===== src/rtl/pipe_skid_stage.sv =====
// ---------------------------------------------------------------------------
// pipe_skid_stage
//
// Pipeline stage register with a valid/ready handshake. It has an optional
// one-entry skid buffer, synchronous flush and bubble insertion, and a
// saturating stall-cycle counter. Use it between adjacent pipeline stages,
// with the stage payload packed into one vector.
//
// Parameters:
//   DATA_W  payload width (1..256)
//   BUBBLE  payload presented/stored while no valid entry is held (NOP)
//   SKID_EN 1 = main + skid entry, registered in-ready
//           0 = single register, combinational in-ready
//   CNT_W   width of the stall counter
//
// Ports:
//   i_clk        clock, rising edge
//   i_rst        synchronous active-high reset
//   i_flush      synchronous kill of all held entries
//   i_cnt_clr    synchronous clear of the stall counter
//   i_in_valid   upstream payload valid
//   o_in_ready   stage accepts the upstream payload this cycle
//   i_in_data    upstream payload
//   o_out_valid  stage presents a valid payload
//   i_out_ready  downstream accepts this cycle
//   o_out_data   presented payload (BUBBLE when not valid)
//   o_occ        number of held entries (0..2)
//   o_stall_cnt  cycles a valid entry was held back by downstream
// ---------------------------------------------------------------------------
module pipe_skid_stage #(
    parameter int unsigned       DATA_W  = 32,
    parameter logic [DATA_W-1:0] BUBBLE  = {DATA_W{1'b0}},
    parameter int unsigned       SKID_EN = 1,
    parameter int unsigned       CNT_W   = 16
) (
    input  logic              i_clk,
    input  logic              i_rst,
    input  logic              i_flush,
    input  logic              i_cnt_clr,
    input  logic              i_in_valid,
    output logic              o_in_ready,
    input  logic [DATA_W-1:0] i_in_data,
    output logic              o_out_valid,
    input  logic              i_out_ready,
    output logic [DATA_W-1:0] o_out_data,
    output logic [1:0]        o_occ,
    output logic [CNT_W-1:0]  o_stall_cnt
);

    localparam bit              LP_SKID    = (SKID_EN != 0);
    localparam logic [CNT_W-1:0] LP_CNT_MAX = {CNT_W{1'b1}};

    // Storage: main entry is always the one presented downstream; the skid
    // entry only ever holds the payload accepted behind it.
    logic              r_m_vld;
    logic [DATA_W-1:0] r_m_dat;
    logic              r_s_vld;
    logic [DATA_W-1:0] r_s_dat;
    logic [CNT_W-1:0]  r_stall_cnt;

    logic              w_in_ready;
    logic              w_out_valid;
    logic              w_in_fire;
    logic              w_out_fire;
    logic              w_m_vld_nxt;
    logic [DATA_W-1:0] w_m_dat_nxt;
    logic              w_s_vld_nxt;
    logic [DATA_W-1:0] w_s_dat_nxt;
    logic [CNT_W-1:0]  w_cnt_nxt;

    // Handshake: in skid mode in-ready depends only on state and flush, so
    // downstream ready never propagates combinationally upstream.
    always_comb begin
        w_in_ready = 1'b0;
        if (LP_SKID) begin
            w_in_ready = ~r_s_vld & ~i_flush;
        end else begin
            w_in_ready = (~r_m_vld | i_out_ready) & ~i_flush;
        end
        w_out_valid = r_m_vld & ~i_flush;
        w_in_fire   = i_in_valid & w_in_ready;
        w_out_fire  = w_out_valid & i_out_ready;
    end

    // Next-state for the main and skid entries.
    always_comb begin
        w_m_vld_nxt = r_m_vld;
        w_m_dat_nxt = r_m_dat;
        w_s_vld_nxt = r_s_vld;
        w_s_dat_nxt = r_s_dat;
        if (i_flush) begin
            w_m_vld_nxt = 1'b0;
            w_m_dat_nxt = BUBBLE;
            w_s_vld_nxt = 1'b0;
            w_s_dat_nxt = BUBBLE;
        end else if (!r_m_vld) begin
            // Empty stage: a new payload goes straight into main.
            if (w_in_fire) begin
                w_m_vld_nxt = 1'b1;
                w_m_dat_nxt = i_in_data;
            end else begin
                w_m_dat_nxt = BUBBLE;
            end
        end else if (w_out_fire) begin
            if (r_s_vld) begin
                // Skid drains into main; in-ready was low, so no new payload.
                w_m_vld_nxt = 1'b1;
                w_m_dat_nxt = r_s_dat;
                w_s_vld_nxt = 1'b0;
                w_s_dat_nxt = BUBBLE;
            end else if (w_in_fire) begin
                w_m_vld_nxt = 1'b1;
                w_m_dat_nxt = i_in_data;
            end else begin
                w_m_vld_nxt = 1'b0;
                w_m_dat_nxt = BUBBLE;
            end
        end else if (w_in_fire && LP_SKID) begin
            // Main is stalled: the newly accepted payload waits in skid.
            w_s_vld_nxt = 1'b1;
            w_s_dat_nxt = i_in_data;
        end else begin
            w_m_vld_nxt = r_m_vld;
        end
    end

    // Stall counter next value: clear wins over increment; saturates.
    always_comb begin
        w_cnt_nxt = r_stall_cnt;
        if (i_cnt_clr) begin
            w_cnt_nxt = {CNT_W{1'b0}};
        end else if (r_m_vld && !i_out_ready && !i_flush && (r_stall_cnt != LP_CNT_MAX)) begin
            w_cnt_nxt = r_stall_cnt + {{(CNT_W-1){1'b0}}, 1'b1};
        end else begin
            w_cnt_nxt = r_stall_cnt;
        end
    end

    // State registers with synchronous reset.
    always_ff @(posedge i_clk) begin
        if (i_rst) begin
            r_m_vld     <= 1'b0;
            r_m_dat     <= BUBBLE;
            r_s_vld     <= 1'b0;
            r_s_dat     <= BUBBLE;
            r_stall_cnt <= {CNT_W{1'b0}};
        end else begin
            r_m_vld     <= w_m_vld_nxt;
            r_m_dat     <= w_m_dat_nxt;
            r_s_vld     <= w_s_vld_nxt;
            r_s_dat     <= w_s_dat_nxt;
            r_stall_cnt <= w_cnt_nxt;
        end
    end

    // Output drive.
    always_comb begin
        o_in_ready  = w_in_ready;
        o_out_valid = w_out_valid;
        o_out_data  = r_m_vld ? r_m_dat : BUBBLE;
        o_occ       = {1'b0, r_m_vld} + {1'b0, r_s_vld};
        o_stall_cnt = r_stall_cnt;
    end

endmodule


===== config.mk =====
export PLATFORM = sky130hd
export DESIGN_NAME = pipe_skid_stage
export DESIGN_NICKNAME = d
export VERILOG_FILES = /design/src/rtl/pipe_skid_stage.sv
export SDC_FILE = /design/constraint.sdc
export NUM_CORES = 1
export LEC_CHECK = 0
export ABC_AREA = 1
export BUFFER_PORTS_ARGS = -buffer_cell sky130_fd_sc_hd__buf_2
export CORE_UTILIZATION = 30
export DETAILED_ROUTE_END_ITERATION = 7
export GPL_TIMING_DRIVEN = 0
export PLACE_DENSITY = 0.61
export SLEW_MARGIN = 20
export SYNTH_ARGS = -nofsm -noshare
export SYNTH_HDL_FRONTEND = slang
export SYNTH_SLANG_ARGS = --single-unit

===== constraint.sdc =====
create_clock -name i_clk -period 1.73 [get_ports i_clk]
set_clock_uncertainty 0.2 [all_clocks]
set_input_delay 0.2595 -clock i_clk [delete_from_list [all_inputs] [get_ports i_clk]]
set_output_delay 0.2595 -clock i_clk [all_outputs]
set_load 0.01 [all_outputs]

======== After elaboration in Yosys (flattened, before gate mapping) ========
Index checks and enable logic that the tools add are counted.
cells by class
  mux-type cells .......................... 14
  bitwise gates (word level) .............. 6
  equal/unequal tests ..................... 3
  reductions and logical operators ........ 10
  add/subtract/negate cells ............... 2
operators with widths
  kind                     count
  $mux W32                 8
  $add A16 B1 Y16 const B  1
  $ne A16 B16 Y1 const B   1
  $mux W1                  6
  $and A1 B1 Y1            4
  $reduce_or A2 Y1         2
  $logic_and A1 B1 Y1      3
  $reduce_and A3 Y1        1
  $add A1 B1 Y2            1
  $logic_not A1 Y1         2
  $ne A2 B1 Y1 const B     1
  $ne A2 B2 Y1 const B     1
  $not A1 Y1               2
  $reduce_and A2 Y1        1
  $reduce_bool A2 Y1       1
storage, ports and cells
  output and inout port bits .............. 52
  register bits ........................... 82
  input bits .............................. 38
  logic and storage cells ................. 40

======== Depth between registers and ports, before layout ========
  depth after elaboration ................. 7
  depth in mapped cells ................... 9
  gate-level depth less buffers ........... 9

======== Least setup slack after synthesis ========
OpenSTA, ideal clock, no wires.
  path kind ............................... flip-flop to flip-flop
  from .................................... register r_stall_cnt[0] (netlist: o_stall_cnt[0])
  to ...................................... register r_stall_cnt[11] (netlist: o_stall_cnt[11])
  cell stages (with the launch flop) ...... 10
  period minus slack after synthesis ...... 1.748 ns
  path buffers ............................ 1
  setup slack ............................. -0.018 ns
  arrival time ............................ 1.415 ns
  setup time .............................. 0.132 ns
  data required time ...................... 1.398 ns
  path through ............................ dfxtp_1 -> ha_1 -> nand2_1 -> nor2_1 -> nand2_1 -> nor2_1 -> nor2_4 -> buf_4 -> nand2_1 -> a21oi_1
between the ends
  word-level cells in the longest chain between the ends .. 2
  elaborated cells on any way between the ends .. 3
  classes of those cells .................. add/sub (1); eq/ne (1); reduce/logical (1)
RTL lines
  what                                                     line  source
  start: declaration                                       59    logic [CNT_W-1:0] r_stall_cnt;
  start signal: assignment                                 146   r_stall_cnt <= {CNT_W{1'b0}};
  start signal: assignment                                 152   r_stall_cnt <= w_cnt_nxt;
  branches (longest 2 deep; another with $add A16 B1 Y16)  --
Several ways; the timed one is not identified.
A chain may end at the register's enable or synchronous reset.

======== Worst setup path in the final report ========
  from .................................... register r_m_vld
  to ...................................... output o_out_data[4]
between the ends
  word-level cells in the longest chain between the ends .. 1
RTL lines
  what                      line  source
  start: declaration        55    logic r_m_vld;
  start signal: assignment  148   r_m_vld <= w_m_vld_nxt;
  $mux W32                  160   o_out_data = r_m_vld ? r_m_dat : BUBBLE;
  end: declaration          45    output logic [DATA_W-1:0] o_out_data,
No other way between the ends.

==> impl_results.md <==
* Status: completed
* Leak pwr at 2.38 nW
* Most area-consuming cells after synthesis: dfxtp_1 44%, nand2_1 18%, a21oi_1 6.3%
* VDD IR max at 480 µV
* Crit-path slowest cell: dfxtp_4
* Total number of vias at 4237
* Critical Path Fanout Max at 8
* Routed len/inst at 13.8 µm
* Routability congestion estimate at 0.826
* TritonRoute pass-1 iters at 4
* Tot GR Track Use at 18.0%
* Worst setup SP type: flop
* Critical Path Sink Type: primary output
* Worst Reg-to-Reg Cells at 8
* Post-synthesis sequential area ratio at 43.9%
* Cells after Synth at 548
* Worst-skew pair later-pin latency at 0.34 ns
* Chip width at 114 µm
* WS Path Type: reg2out
* Yosys cell types at 25
* Worst path cell trace: buf_12 > clkbuf_16 > nand2_2 > inv_1 > buf_2
* Largest net degree at the start of global routing at 15
* Top Ports at 90
* Worst-margin pin slew at 0.592 ns
* Area after DPL at 4400 µm²
* Clock transition at the registers of the reported paths at 0.06 ns
* CORE AREA at 12100 µm²
* Crit path capture: o_out_data[4]
* Num CTS Buffers at 9
* Overflow after GRT at 0
* Syn nets at 588
* Worst EP required at 1.27 ns
* Hold Path Stages at 4
* Hpwl dp at 7690 µm
* PortBufs at 89
* Number of global-route vias before repair at 3876
* Synthesized area at 3740 µm²
* Share of post-route cells with drive strength above 1 at 31.3%
* Tcrit/Tclk final at 99.6%
* Synth Register Bits at 82
* Root buffer cell: clkbuf_16
* Min Clock Period, post-route at 1.72 ns
* Layout net count at 740
* FF-to-FF setup slack at 0.02 ns
* First-pass GRT wire length at 18400 µm
* Die Ht at 114 µm
* Drt via density at 4.85
* PnR Total Power at 4.39 mW
* Die ar. at 12900 µm²
* Post-Syn Area per Cell at 6.82 µm²
* Design area at 5710 µm²
* Max Cap Violations at 0
* Slew HR at 60.5%
* DRT iter0 DRCs at 348
* Antenna Nets Post-Route at 0
* Ys Warns at 0
* Worst R2R End: o_stall_cnt[15]$_SDFFE_PP0P_
* Fmax at 0.580 GHz
* Starting Density at 31.0%
* # fillers at 1167
* Cell taking the most area after synthesis: dfxtp_1
* CTS sink cnt at 82
* Antenna cell count at 0
* CP max stage delay at 0.39 ns
* Max Slew Vio Count at 0
* Worst EP arrival at 1.26 ns
* Synth top area share at 43.9%
* CP startpoint: r_m_vld$_SDFF_PP0_
* Drt total wl at 12000 µm
* RSZ-0062 raised after global routing: true
* Row count at 40
* PwrDens at 769 nW/µm²
* Area grow syn2layout at 52.6%
* Final setup fails at 0
* CTS tree: done
* Initial antenna violation count at 0
* RR Startpoint: r_m_vld$_SDFF_PP0_
* H-tree Lvls at 3
* Hold Vio Cnt, Final at 0
* Clk buf depth at 2
* Hold Path Class: in2reg
* Remaining DRCs at 0
[how the worst min path moves through the flow]
stage,from,end
after floorplan,i_in_data[17],r_s_dat[17]$_SDFFE_PP0P_
after global placement,r_s_dat[31]$_SDFFE_PP0P_,r_s_dat[31]$_SDFFE_PP0P_
after detailed placement,r_s_dat[22]$_SDFFE_PP0P_,r_s_dat[22]$_SDFFE_PP0P_
after CTS,i_cnt_clr,o_stall_cnt[0]$_SDFFE_PP0P_
after global routing,i_cnt_clr,o_stall_cnt[0]$_SDFFE_PP0P_
final,i_cnt_clr,o_stall_cnt[0]$_SDFFE_PP0P_
[metal layers]
layer  share of wire [%]  up-vias  track usage [%]
met5                   0        -                0
met4                 1.7        0             6.67
met3                 5.0       20             3.93
met2                  48      137             29.6
met1                  46     1986             23.2
li1                    -     2094                -
[power by group]
part	leakage, nW	switching (mW)	internal, mW
combinational	1.56	0.183	0.158
sequential	0.668	0.0137	1.90
clock	0.157	0.811	1.32
total	2.38	1.01	3.38
[worst max-delay path, delay by kind of cell (launching register included)]
family	cells	cell delay, ns
flops	1	0.39
simple gates	1	0.05
buf+inv	4	0.47
[cell usage after synthesis (all sizes together)]
library cell	number
clkinv	1
nand3	42
o21ai	35
inv	47
xor2	4
a21oi	48
ha	2
nand4	5
nand2	179
buf	19
dfxtp	82
nor3	5
xnor2	2
a31oi	32
clkbuf	16
nor2	29
[layout make-up]
cell class / instances / area [µm²] / share of cell area [%]
Buffer: 35 / 279 / 4.89
Clock buffer: 11 / 243 / 4.25
Clock inverter: 5 / 85.1 / 1.49
Inverter: 48 / 183 / 3.20
Multi-Input combinational cell: 384 / 1950 / 34.1
Sequential cell: 82 / 1660 / 29.1
Tap cell: 168 / 210 / 3.68
Timing Repair Buffer: 140 / 1100 / 19.3
[timing repair]
item / CTS / global route
endpoints found under the hold margin: 46 / 0
pin swaps: 2 / 7
cloned: 0 / 7
hold buffers: 32 / 0
endpoints found under the setup margin: 79 / 100
buffers inserted: 3 / 10
gates resized for setup: 42 / 107
[layout by cell type, fill, tap and decap left out, types with 2 or more instances in the layout]
cell,Yosys,final
buf_2,14,72
buf_12,0,3
nand2_4,0,4
buf_4,1,15
clkbuf_4,0,2
a31oi_1,32,32
buf_8,0,3
nor3_1,4,3
nand3_1,42,42
clkbuf_1,16,14
bufinv_16,0,2
nor2_4,1,6
nand2_2,0,20
dfxtp_1,82,72
xor2_1,4,4
dfxtp_2,0,7
clkbuf_2,0,3
dlygate4sd3_1,0,32
nand4_1,5,5
a21oi_1,47,43
dfxtp_4,0,3
inv_2,3,23
xnor2_1,2,2
a21oi_2,1,4
nor2_1,26,21
nand2_1,179,155
nor2_2,2,2
o21ai_0,33,33
inv_6,0,2
inv_1,44,23
buf_6,0,29
clkbuf_16,0,12
[sequential cells by signal, summed over array words and instances (netlist names)]
signal	count
r_s_dat	32
r_m_vld	1
o_stall_cnt	16
r_s_vld	1
r_m_dat	32
[logic make-up (layout without fill, tap and decap cells)]
| family | count (synthesis) | count (layout) | share of synthesized area, % |
|---|---|---|---|
| DFF | 82 | 82 | 43.9 |
| buffers and inverters | 83 | 239 | 8.90 |
| adders and majority gates | 2 | 2 | 0.669 |
| xor gates and xnor gates | 6 | 6 | 1.41 |
| AOI/OAI and AO/OA | 115 | 116 | 16.7 |
| and+or+nand+nor | 260 | 260 | 28.5 |
[stage by stage]
| step | utilization [%] | instances | setup slack [ns] | hold slack (ns) | setup TNS [ns] |
|---|---|---|---|---|---|
| after global routing | 47.3 | 873 | -0.0911 | 0.0755 | -1.60 |
| after global placement | 36.5 | 805 | -0.198 | 0.249 | -12.15 |
| after detailed placement | 36.5 | 805 | -0.224 | 0.252 | -13.31 |
| after floorplan | - | 548 | 0.0131 | 0.207 | 0 |
| final | 47.3 | 873 | 0.00643 | 0.0574 | 0 |
| after CTS | 43.1 | 856 | 0.00246 | 0.0525 | 0 |
(Power assumes the default switching activity.)
